<file path="src/rtl/image_loader_if.sv">
// Pixel-stream, release and read-port signals of the image loader.
// The bench drives the master side; the loader sits on the slave side.
interface image_loader_if #(
    parameter int ADDR_W = 5
);
    logic              i_valid;
    logic              i_sof;
    logic              i_data;
    logic              o_ready;
    logic              i_release;
    logic [ADDR_W-1:0] i_addr;
    logic              o_pixel;
    logic              o_image_valid;
    logic              o_frame_done;
    logic              o_err;

    modport master (
        output i_valid, i_sof, i_data, i_release, i_addr,
        input  o_ready, o_pixel, o_image_valid, o_frame_done, o_err
    );

    modport slave (
        input  i_valid, i_sof, i_data, i_release, i_addr,
        output o_ready, o_pixel, o_image_valid, o_frame_done, o_err
    );
endinterface

</file>
<file path="src/rtl/image_loader.sv">
// Loads one N_PIX-bit binary frame from a beat stream and holds it for a consumer.
// Optional trailing even-parity beat when LOADER_PARITY_EN is defined.
module image_loader #(
    parameter int N_PIX  = 25,
    parameter int ADDR_W = 5
) (
    input  logic           i_clk,
    input  logic           i_rst_n,
    image_loader_if.slave  bus
);
    typedef enum logic [1:0] {IDLE, LOAD, CHECK, DONE} state_t;

    localparam logic [ADDR_W-1:0] LAST = ADDR_W'(N_PIX - 1);

    state_t            state, state_d;
    logic [N_PIX-1:0]  mem;
    logic [ADDR_W-1:0] count, count_d;
    logic [ADDR_W-1:0] wr_addr;
    logic              wr_en;
    logic              err, err_set, err_clr;
    logic              frame_done, done_d;
    logic              beat;

    assign bus.o_ready       = (state != DONE);
    assign bus.o_image_valid = (state == DONE);
    assign bus.o_frame_done  = frame_done;
    assign bus.o_err         = err;
    assign beat              = bus.i_valid && bus.o_ready;

    // Addresses beyond the frame read as zero rather than aliasing.
    assign bus.o_pixel = (32'(bus.i_addr) < N_PIX) ? mem[bus.i_addr] : 1'b0;

    always_comb begin
        state_d = state;
        count_d = count;
        wr_en   = 1'b0;
        wr_addr = count;
        err_set = 1'b0;
        err_clr = 1'b0;
        done_d  = 1'b0;
        case (state)
            IDLE: begin
                if (beat && bus.i_sof) begin
                    wr_en   = 1'b1;
                    wr_addr = '0;
                    count_d = ADDR_W'(1);
                    err_clr = 1'b1;
                    state_d = LOAD;
                end
            end
            LOAD: begin
                if (beat) begin
                    wr_en = 1'b1;
                    if (bus.i_sof) begin
                        // Truncated frame: restart from pixel 0 and flag it.
                        wr_addr = '0;
                        count_d = ADDR_W'(1);
                        err_set = 1'b1;
                    end else if (count == LAST) begin
                        count_d = '0;
`ifdef LOADER_PARITY_EN
                        state_d = CHECK;
`else
                        state_d = DONE;
                        done_d  = 1'b1;
`endif
                    end else begin
                        count_d = count + 1'b1;
                    end
                end
            end
            CHECK: begin
`ifdef LOADER_PARITY_EN
                if (beat) begin
                    if (bus.i_sof) begin
                        wr_en   = 1'b1;
                        wr_addr = '0;
                        count_d = ADDR_W'(1);
                        err_set = 1'b1;
                        state_d = LOAD;
                    end else if (bus.i_data == ^mem) begin
                        state_d = DONE;
                        done_d  = 1'b1;
                    end else begin
                        err_set = 1'b1;
                        state_d = IDLE;
                    end
                end
`else
                state_d = IDLE;
`endif
            end
            DONE: begin
                if (bus.i_release) state_d = IDLE;
            end
            default: state_d = IDLE;
        endcase
    end

    always_ff @(posedge i_clk) begin
        if (!i_rst_n) begin
            state      <= IDLE;
            count      <= '0;
            err        <= 1'b0;
            frame_done <= 1'b0;
        end else begin
            state      <= state_d;
            count      <= count_d;
            frame_done <= done_d;
            if (err_set)      err <= 1'b1;
            else if (err_clr) err <= 1'b0;
        end
    end

    // Pixel store is not reset; a held frame survives release until overwritten.
    always_ff @(posedge i_clk) begin
        if (wr_en && i_rst_n) mem[wr_addr] <= bus.i_data;
    end
endmodule

</file>
<file path="src/flat_wrapper.sv">
// flat-port wrapper written by rule: the top's interface ports become plain ports
module image_loader_flat 
#(
    parameter int N_PIX  = 25,
    parameter int ADDR_W = 5
)
  (i_clk, i_rst_n, bus_i_valid, bus_i_sof, bus_i_data, bus_i_release, bus_i_addr, bus_o_ready, bus_o_pixel, bus_o_image_valid, bus_o_frame_done, bus_o_err);
  image_loader_if #(.ADDR_W(ADDR_W)) bus_i ();
  input  logic i_clk;
  input  logic i_rst_n;
  input wire logic [$bits(bus_i.i_valid)-1:0] bus_i_valid;
  input wire logic [$bits(bus_i.i_sof)-1:0] bus_i_sof;
  input wire logic [$bits(bus_i.i_data)-1:0] bus_i_data;
  input wire logic [$bits(bus_i.i_release)-1:0] bus_i_release;
  input wire logic [$bits(bus_i.i_addr)-1:0] bus_i_addr;
  output wire logic [$bits(bus_i.o_ready)-1:0] bus_o_ready;
  output wire logic [$bits(bus_i.o_pixel)-1:0] bus_o_pixel;
  output wire logic [$bits(bus_i.o_image_valid)-1:0] bus_o_image_valid;
  output wire logic [$bits(bus_i.o_frame_done)-1:0] bus_o_frame_done;
  output wire logic [$bits(bus_i.o_err)-1:0] bus_o_err;
  assign bus_i.i_valid = bus_i_valid;
  assign bus_i.i_sof = bus_i_sof;
  assign bus_i.i_data = bus_i_data;
  assign bus_i.i_release = bus_i_release;
  assign bus_i.i_addr = bus_i_addr;
  assign bus_o_ready = bus_i.o_ready;
  assign bus_o_pixel = bus_i.o_pixel;
  assign bus_o_image_valid = bus_i.o_image_valid;
  assign bus_o_frame_done = bus_i.o_frame_done;
  assign bus_o_err = bus_i.o_err;
  image_loader #(.N_PIX(N_PIX), .ADDR_W(ADDR_W)) u_core (.i_clk(i_clk), .i_rst_n(i_rst_n), .bus(bus_i));
endmodule
</file>
<file path="config.mk">
export PLATFORM = sky130hd
export DESIGN_NAME = image_loader_flat
export DESIGN_NICKNAME = d
export VERILOG_FILES = /design/src/rtl/image_loader_if.sv /design/src/rtl/image_loader.sv /design/src/flat_wrapper.sv
export SDC_FILE = /design/constraint.sdc
export NUM_CORES = 1
export LEC_CHECK = 0
export ABC_CLOCK_PERIOD_IN_PS = 5600
export BUFFER_PORTS_ARGS = -buffer_cell sky130_fd_sc_hd__buf_4
export CORE_MARGIN = 8
export CORE_UTILIZATION = 30
export CTS_BUF_LIST = sky130_fd_sc_hd__clkbuf_2
export CTS_CLUSTER_DIAMETER = 80
export DETAILED_ROUTE_END_ITERATION = 7
export SLEW_MARGIN = 40
export SYNTH_ARGS = -nofsm -noshare
export SYNTH_HDL_FRONTEND = slang
export SYNTH_SLANG_ARGS = --single-unit
</file>
<file path="constraint.sdc">
create_clock -name i_clk -period 5.6 [get_ports i_clk]
set_input_delay 1.4 -clock i_clk [delete_from_list [all_inputs] [get_ports i_clk]]
set_output_delay 1.4 -clock i_clk [all_outputs]
set_load 0.05 [all_outputs]
</file>
## Word level (Yosys, flattened, before mapping)

Index checks and enable logic that the tools add are counted.

| storage, ports and cells | value |
|---|---|
| register bits after elaboration | 34 |
| bits of input ports | 11 |
| output and inout port bits | 5 |

| cells by class | value |
|---|---|
| add/subtract/negate cells | 1 |
| magnitude comparators | 4 |
| equal/unequal tests | 10 |
| mux-type cells | 31 |
| bitwise gates (word level) | 3 |
| reductions and logical operators | 10 |

Operators by type and width:

| operator | number |
|---|---|
| $mux W5 | 7 |
| $bwmux W25 | 1 |
| $pmux W5 S2 | 2 |
| $lt A5 B6 Y1 const B | 2 |
| $mux W1 | 12 |
| $mux W2 | 5 |
| $pmux W2 S4 | 1 |
| $ne A2 B1 Y1 const B | 3 |
| $ne A2 B2 Y1 const B | 3 |
| $add A5 B1 Y5 const B | 1 |
| $bmux W1 S5 | 1 |
| $demux W1 S5 | 1 |
| $eq A5 B5 Y1 const B | 1 |
| $ge A5 B1 Y1 const B | 1 |
| $lt A5 B5 Y1 const B | 1 |
| $reduce_and A5 Y1 | 1 |
| $eq A2 B2 Y1 const B | 2 |
| $logic_and A1 B1 Y1 | 4 |
| $reduce_bool A2 Y1 | 2 |
| $reduce_or A4 Y1 | 1 |
| $not A1 Y1 | 3 |
| $reduce_and A3 Y1 | 1 |
| $eq A2 B1 Y1 const B | 1 |
| $logic_not A2 Y1 | 1 |
| $pmux W1 S2 | 1 |

## Logic depth before layout (Yosys ltp)

| depth | value |
|---|---|
| word-level depth | 10 |
| depth in mapped cells | 6 |
| mapped depth without buffers | 6 |

## Worst setup path before layout

Ideal clock, no wire load.

| timing path | value |
|---|---|
| path kind | input -> output |
| from | input port bus_i_addr[1] |
| to | output port bus_o_pixel |
| data arrival time | 3075 ps |
| required time | 4200 ps |
| path slack | 1125 ps |
| cell stages on the path | 4 |
| path buffers | 1 |
| cells stage by stage | buf_6 or3b_1 or3b_1 a32oi_1 |

| on the way | value |
|---|---|
| word-level cells in the longest chain between the ends | 3 |
| elaborated cells on any way between the ends | 4 |
| classes of those cells | order compare: 1; mux: 3 |

Ends and longest elaborated chain:

| what | RTL line | RTL |
|---|---|---|
| start: declaration | flat_wrapper.sv:15 | `input wire logic [$bits(bus_i.i_addr)-1:0] bus_i_addr;` |
| $bmux W1 S5 | image_loader.sv:31 | `assign bus.o_pixel = (32'(bus.i_addr) < N_PIX) ? mem[bus.i_addr] : 1'b0;` |
| $mux W1 (not written as such) | image_loader.sv:31 |  |
| $mux W1 (*) | image_loader.sv:31 |  |
| end: declaration | flat_wrapper.sv:17 | `output wire logic [$bits(bus_i.o_pixel)-1:0] bus_o_pixel;` |

Every way passes the cells marked *; elsewhere a longest branch is shown, timed or not. The select of a mux whose other input is x is not followed.

## Worst setup path in the final report

| timing path | value |
|---|---|
| from | input port bus_i_addr[2] |
| to | output port bus_o_pixel |

Same word-level chain as after synthesis.

==> results.md <==
* Total number of nets in the final design at 181
* Synth warnings at 0
* Outcome: completed
* Internal power at approximately 0.00032 W
* Switch share at about a quarter
* Leading register cell type out of synthesis: sky130_fd_sc_hd__edfxtp_1
* Fraction of the yosys area taken by sequential cells at 56.8%
* Sw Pwr at roughly 0.00011 W
* Number of gates resized after cts at 0
* Initial cell density of the core at between 30% and 40%
* Residual DRC at 0
* Part of the power in combinational logic at under 10%
* Share of power burned in registers at between 60% and 70%
* Endpoint type of the worst setup path: output port
* Largest net degree at the start of global routing at 26
* Average wire per cell in the routed design at approximately 12 µm
* Insertion delay to the later sink of the worst-skew pair at 0.38 ns
* List of cells traversed by the critical path: buf_4 > or3b_1 > or3b_1 > a32oi_1 > buf_4
* CTS sink count at 34
* Share of final-layout standard cells stronger than drive strength 1 at between 10% and 20%
* Antenna violations before repair at 0
* Global-route wire length before repair at 5270 µm
* Number of port buffers at 15
* DR iter-0 viols at 39
* Number of buffers created by CTS at 5
* Synth Instances at 150
* Final setup violation count at 0
* Final Hold Viols at 0
* Minimum period implied by the final worst setup slack at just over 4 ns
* Die footprint at 8080 µm²
* I/O pin cnt at 16
* Hold-fix buffers, CTS at 0
* Proportion of synthesized flip-flops having asynchronous set or reset at 0%
* Pleak at just over 0.6 nW
* Via count of the first global-routing pass at 1129
* Clock-pin slew on the worst setup and hold paths at ~0.19 ns
* Post-synthesis adder-cell area fraction at 1.53%
* Worst VDD drop at 0.0000683 V
* Maximum clock skew at final layout at 0.0382 ns
* Max-slew violation total from the final report at 0
* Maximum capacitance violations at 0
* H-tree depth at 2
* Final Util at between 30% and 40%
* Placer's final routability congestion estimate at about 0.72
* Largest family of logic cells by synthesized area: simple AND/OR/NAND/NOR gates
* Basic-gate share of the synthesized area counting and, or, nand and nor cells at between 20% and 30%
* Horizontal extent of the die at 89.9 µm
* Total Neg Setup Slack at 0 ns
* Type of element launching the critical path: input pin
* Worst stage delay on the critical path at between 0.3 and 0.4 ns
* Period Utilization, post-route at between 70% and 80%
* Biggest area consumer among synthesized cells: sky130_fd_sc_hd__edfxtp_1
* Measured slew at the worst slew-check pin at between 0.3 and 0.4 ns
* Post-synth EDFFs at 25
* Leading cell types by total area after synthesis: sky130_fd_sc_hd__edfxtp_1, sky130_fd_sc_hd__dfxtp_1, sky130_fd_sc_hd__nor2_1
* Setup repair after global routing missed its margin: no
* Number of library cell types mapped by synthesis at 33
* Number of nets with antenna violations after routing at 0
* Via count at around 1.1k
* Per-cell via count in the routed design at between 4 and 5
* Pre-Repair DR Iteration Count at 4
* Top Family by Delay on Critical Path: simple AND/OR/NAND/NOR gates
* Tot GR Track Use at ~8.0%
* Total area of multi-input combinational cells at ~660 µm²
* Start-to-end type of the worst setup path: in -> out
* Fraction of the mapped netlist area in compound gates at approximately 6.3%
* Normalized max-slew margin at 73.4%
* Data required, critical path at 4.20 ns
* Synthesized-area fraction occupied by xor and xnor cells at 1.60%
* Data arrival, critical path at about 2.7 ns
* Filler cells at between 500 and 600
* Overall routed net length at approximately 3000 µm
* Buffer type at the clock tree root: sky130_fd_sc_hd__clkbuf_2
* Antenna diodes at 0
* Area growth from synthesis to final layout at 13.5%
* Cell row count at 27
* Setup fix buffers added after clock tree synthesis at 0
* Maximum fanout encountered on the critical timing path at 7
* Crit-path slowest cell: sky130_fd_sc_hd__or3b_1
* Count of buffering cells on the critical path with inverters included at 2
* Number of register bits inferred by synthesis at 34
* Core Area at between 5000 and 6000 µm²
* GRT overflow at 0
* CTS tree: done
* Reg area at 931 µm²
* Class of the worst hold path: reg -> reg
* Achievable Freq at roughly 240 MHz
* Clock power share at approximately a quarter
* Multiplexer area fraction after synthesis at 8.86%
* Die Y-Extent at 89.9 µm
* Yosys top cell area share at between 40% and 50%
* CTS max path bufs at 2
* Net Count, Synth at about 160
* Pwr dens at roughly 230 nW/µm²
* Area of the mapped netlist at ~1600 µm²
* Post-Synthesis Mean Instance Area at 10.9 µm²
* Half-perimeter wire length after detailed placement at around 2200 µm
## through the flow
stage | area, µm² | worst slack, ns | hold slack [ns] | total power, W | cells
global placement | 1820 | 1.49 | 0.499 | 0.000317 | 233
floorplan | 1640 | 1.13 | 0.482 | 0.000302 | 150
CTS | 1860 | 1.48 | 0.534 | 0.000426 | 241
global route | 1860 | 1.39 | 0.547 | 0.000441 | 241
finish | 1860 | 1.47 | 0.529 | 0.000421 | 241
detailed placement | 1820 | 1.49 | 0.505 | 0.000317 | 233
## flip-flops by register name, indices dropped and copies added (netlist names)
signal and count:
u_core.mem 25, u_core.count 5, u_core.state 2, u_core.bus.o_err 1, u_core.bus.o_frame_done 1
## final cells by class
class / instances / area share, %
Sequential cell: 34 / 50.1
Multi-Input combinational cell: 106 / 35.6
Timing Repair Buffer: 15 / 6.06
Tap cell: 72 / 4.85
Clock buffer: 5 / 1.35
Inverter: 6 / 1.21
Clock inverter: 3 / 0.875
## power by group through the flow
stage / registers, W / clock network, W / logic (W)
6_report: 0.000274 / 0.000110 / 0.0000375
5_1_grt: 0.000274 / 0.000125 / 0.0000419
4_1_cts: 0.000274 / 0.000114 / 0.0000377
3_5_place_dp: 0.000279 / 0 / 0.0000376
3_3_place_gp: 0.000279 / 0 / 0.0000373
2_1_floorplan: 0.000280 / 0 / 0.0000220
## Yosys cell counts, drive strengths merged (3+ instances only)
cell type and count:
nor2 37, edfxtp 25, nand2 11, dfxtp 9, nand3 7, inv 6, nor2b 6, a21oi 4
mux2i 4, mux4 4, o21ai 4, clkbuf 3, xnor2 3
## cells by family (layout without fill, tap and decap cells)
family / count (synthesis) / after routing
muxes: 8 / 8
xor gates and xnor gates: 3 / 3
DFF: 34 / 34
buffers and inverters: 10 / 29
adders and majority gates: 2 / 2
AOI/OAI and AO/OA: 16 / 16
and+or+nand+nor: 77 / 77
## per-layer routing
layer / vias to the layer above / global-route usage (%) / share of wire [%] / routed length, µm
met1: 535 / 9.10 / 46 / 1370
li1: 577 / - / - / -
met2: 26 / 12.6 / 46 / 1390
met3: 9 / 3.41 / 5.5 / 166
met5: - / 0 / 0 / 0
met4: 0 / 4.02 / 2.7 / 80
## tightest hold or removal path, stage by stage, from the launching register on
cell and delay (ns):
sky130_fd_sc_hd__dfxtp_1 0.35, sky130_fd_sc_hd__a21oi_1 0.11, sky130_fd_sc_hd__nor2b_1 0.05
## placed cells by master (no fill, tap or decap), types with 2 or more instances in the layout
master,netlist,routed
sky130_fd_sc_hd__nand3b_1,2,2
sky130_fd_sc_hd__nand3_1,7,7
sky130_fd_sc_hd__nor4_1,2,2
sky130_fd_sc_hd__nor3_1,2,2
sky130_fd_sc_hd__mux4_1,4,4
sky130_fd_sc_hd__edfxtp_1,25,25
sky130_fd_sc_hd__nor2_1,37,37
sky130_fd_sc_hd__nor2b_1,6,6
sky130_fd_sc_hd__inv_1,6,6
sky130_fd_sc_hd__buf_4,0,15
sky130_fd_sc_hd__xnor2_1,3,3
sky130_fd_sc_hd__a21oi_1,4,4
sky130_fd_sc_hd__nand2_1,11,11
sky130_fd_sc_hd__dfxtp_1,9,9
sky130_fd_sc_hd__or3b_1,2,2
sky130_fd_sc_hd__nand2b_1,2,2
sky130_fd_sc_hd__mux2i_1,4,4
sky130_fd_sc_hd__o21ai_0,4,4
sky130_fd_sc_hd__ha_1,2,2
sky130_fd_sc_hd__clkbuf_2,0,5
sky130_fd_sc_hd__a32oi_1,2,2
## path summary, 6_finish.rpt
kind                    startpoint                to  slack [ns]  cells past startpoint
setup / recovery     bus_i_addr[2]       bus_o_pixel        1.47                      5
hold / removal    u_core.bus.o_err  u_core.bus.o_err        0.53                      2
setup reg to reg   u_core.state[1]    u_core.mem[19]        3.88                      4
hold reg to reg   u_core.bus.o_err  u_core.bus.o_err        0.53                      2
Power figures use the tool's default switching activity.
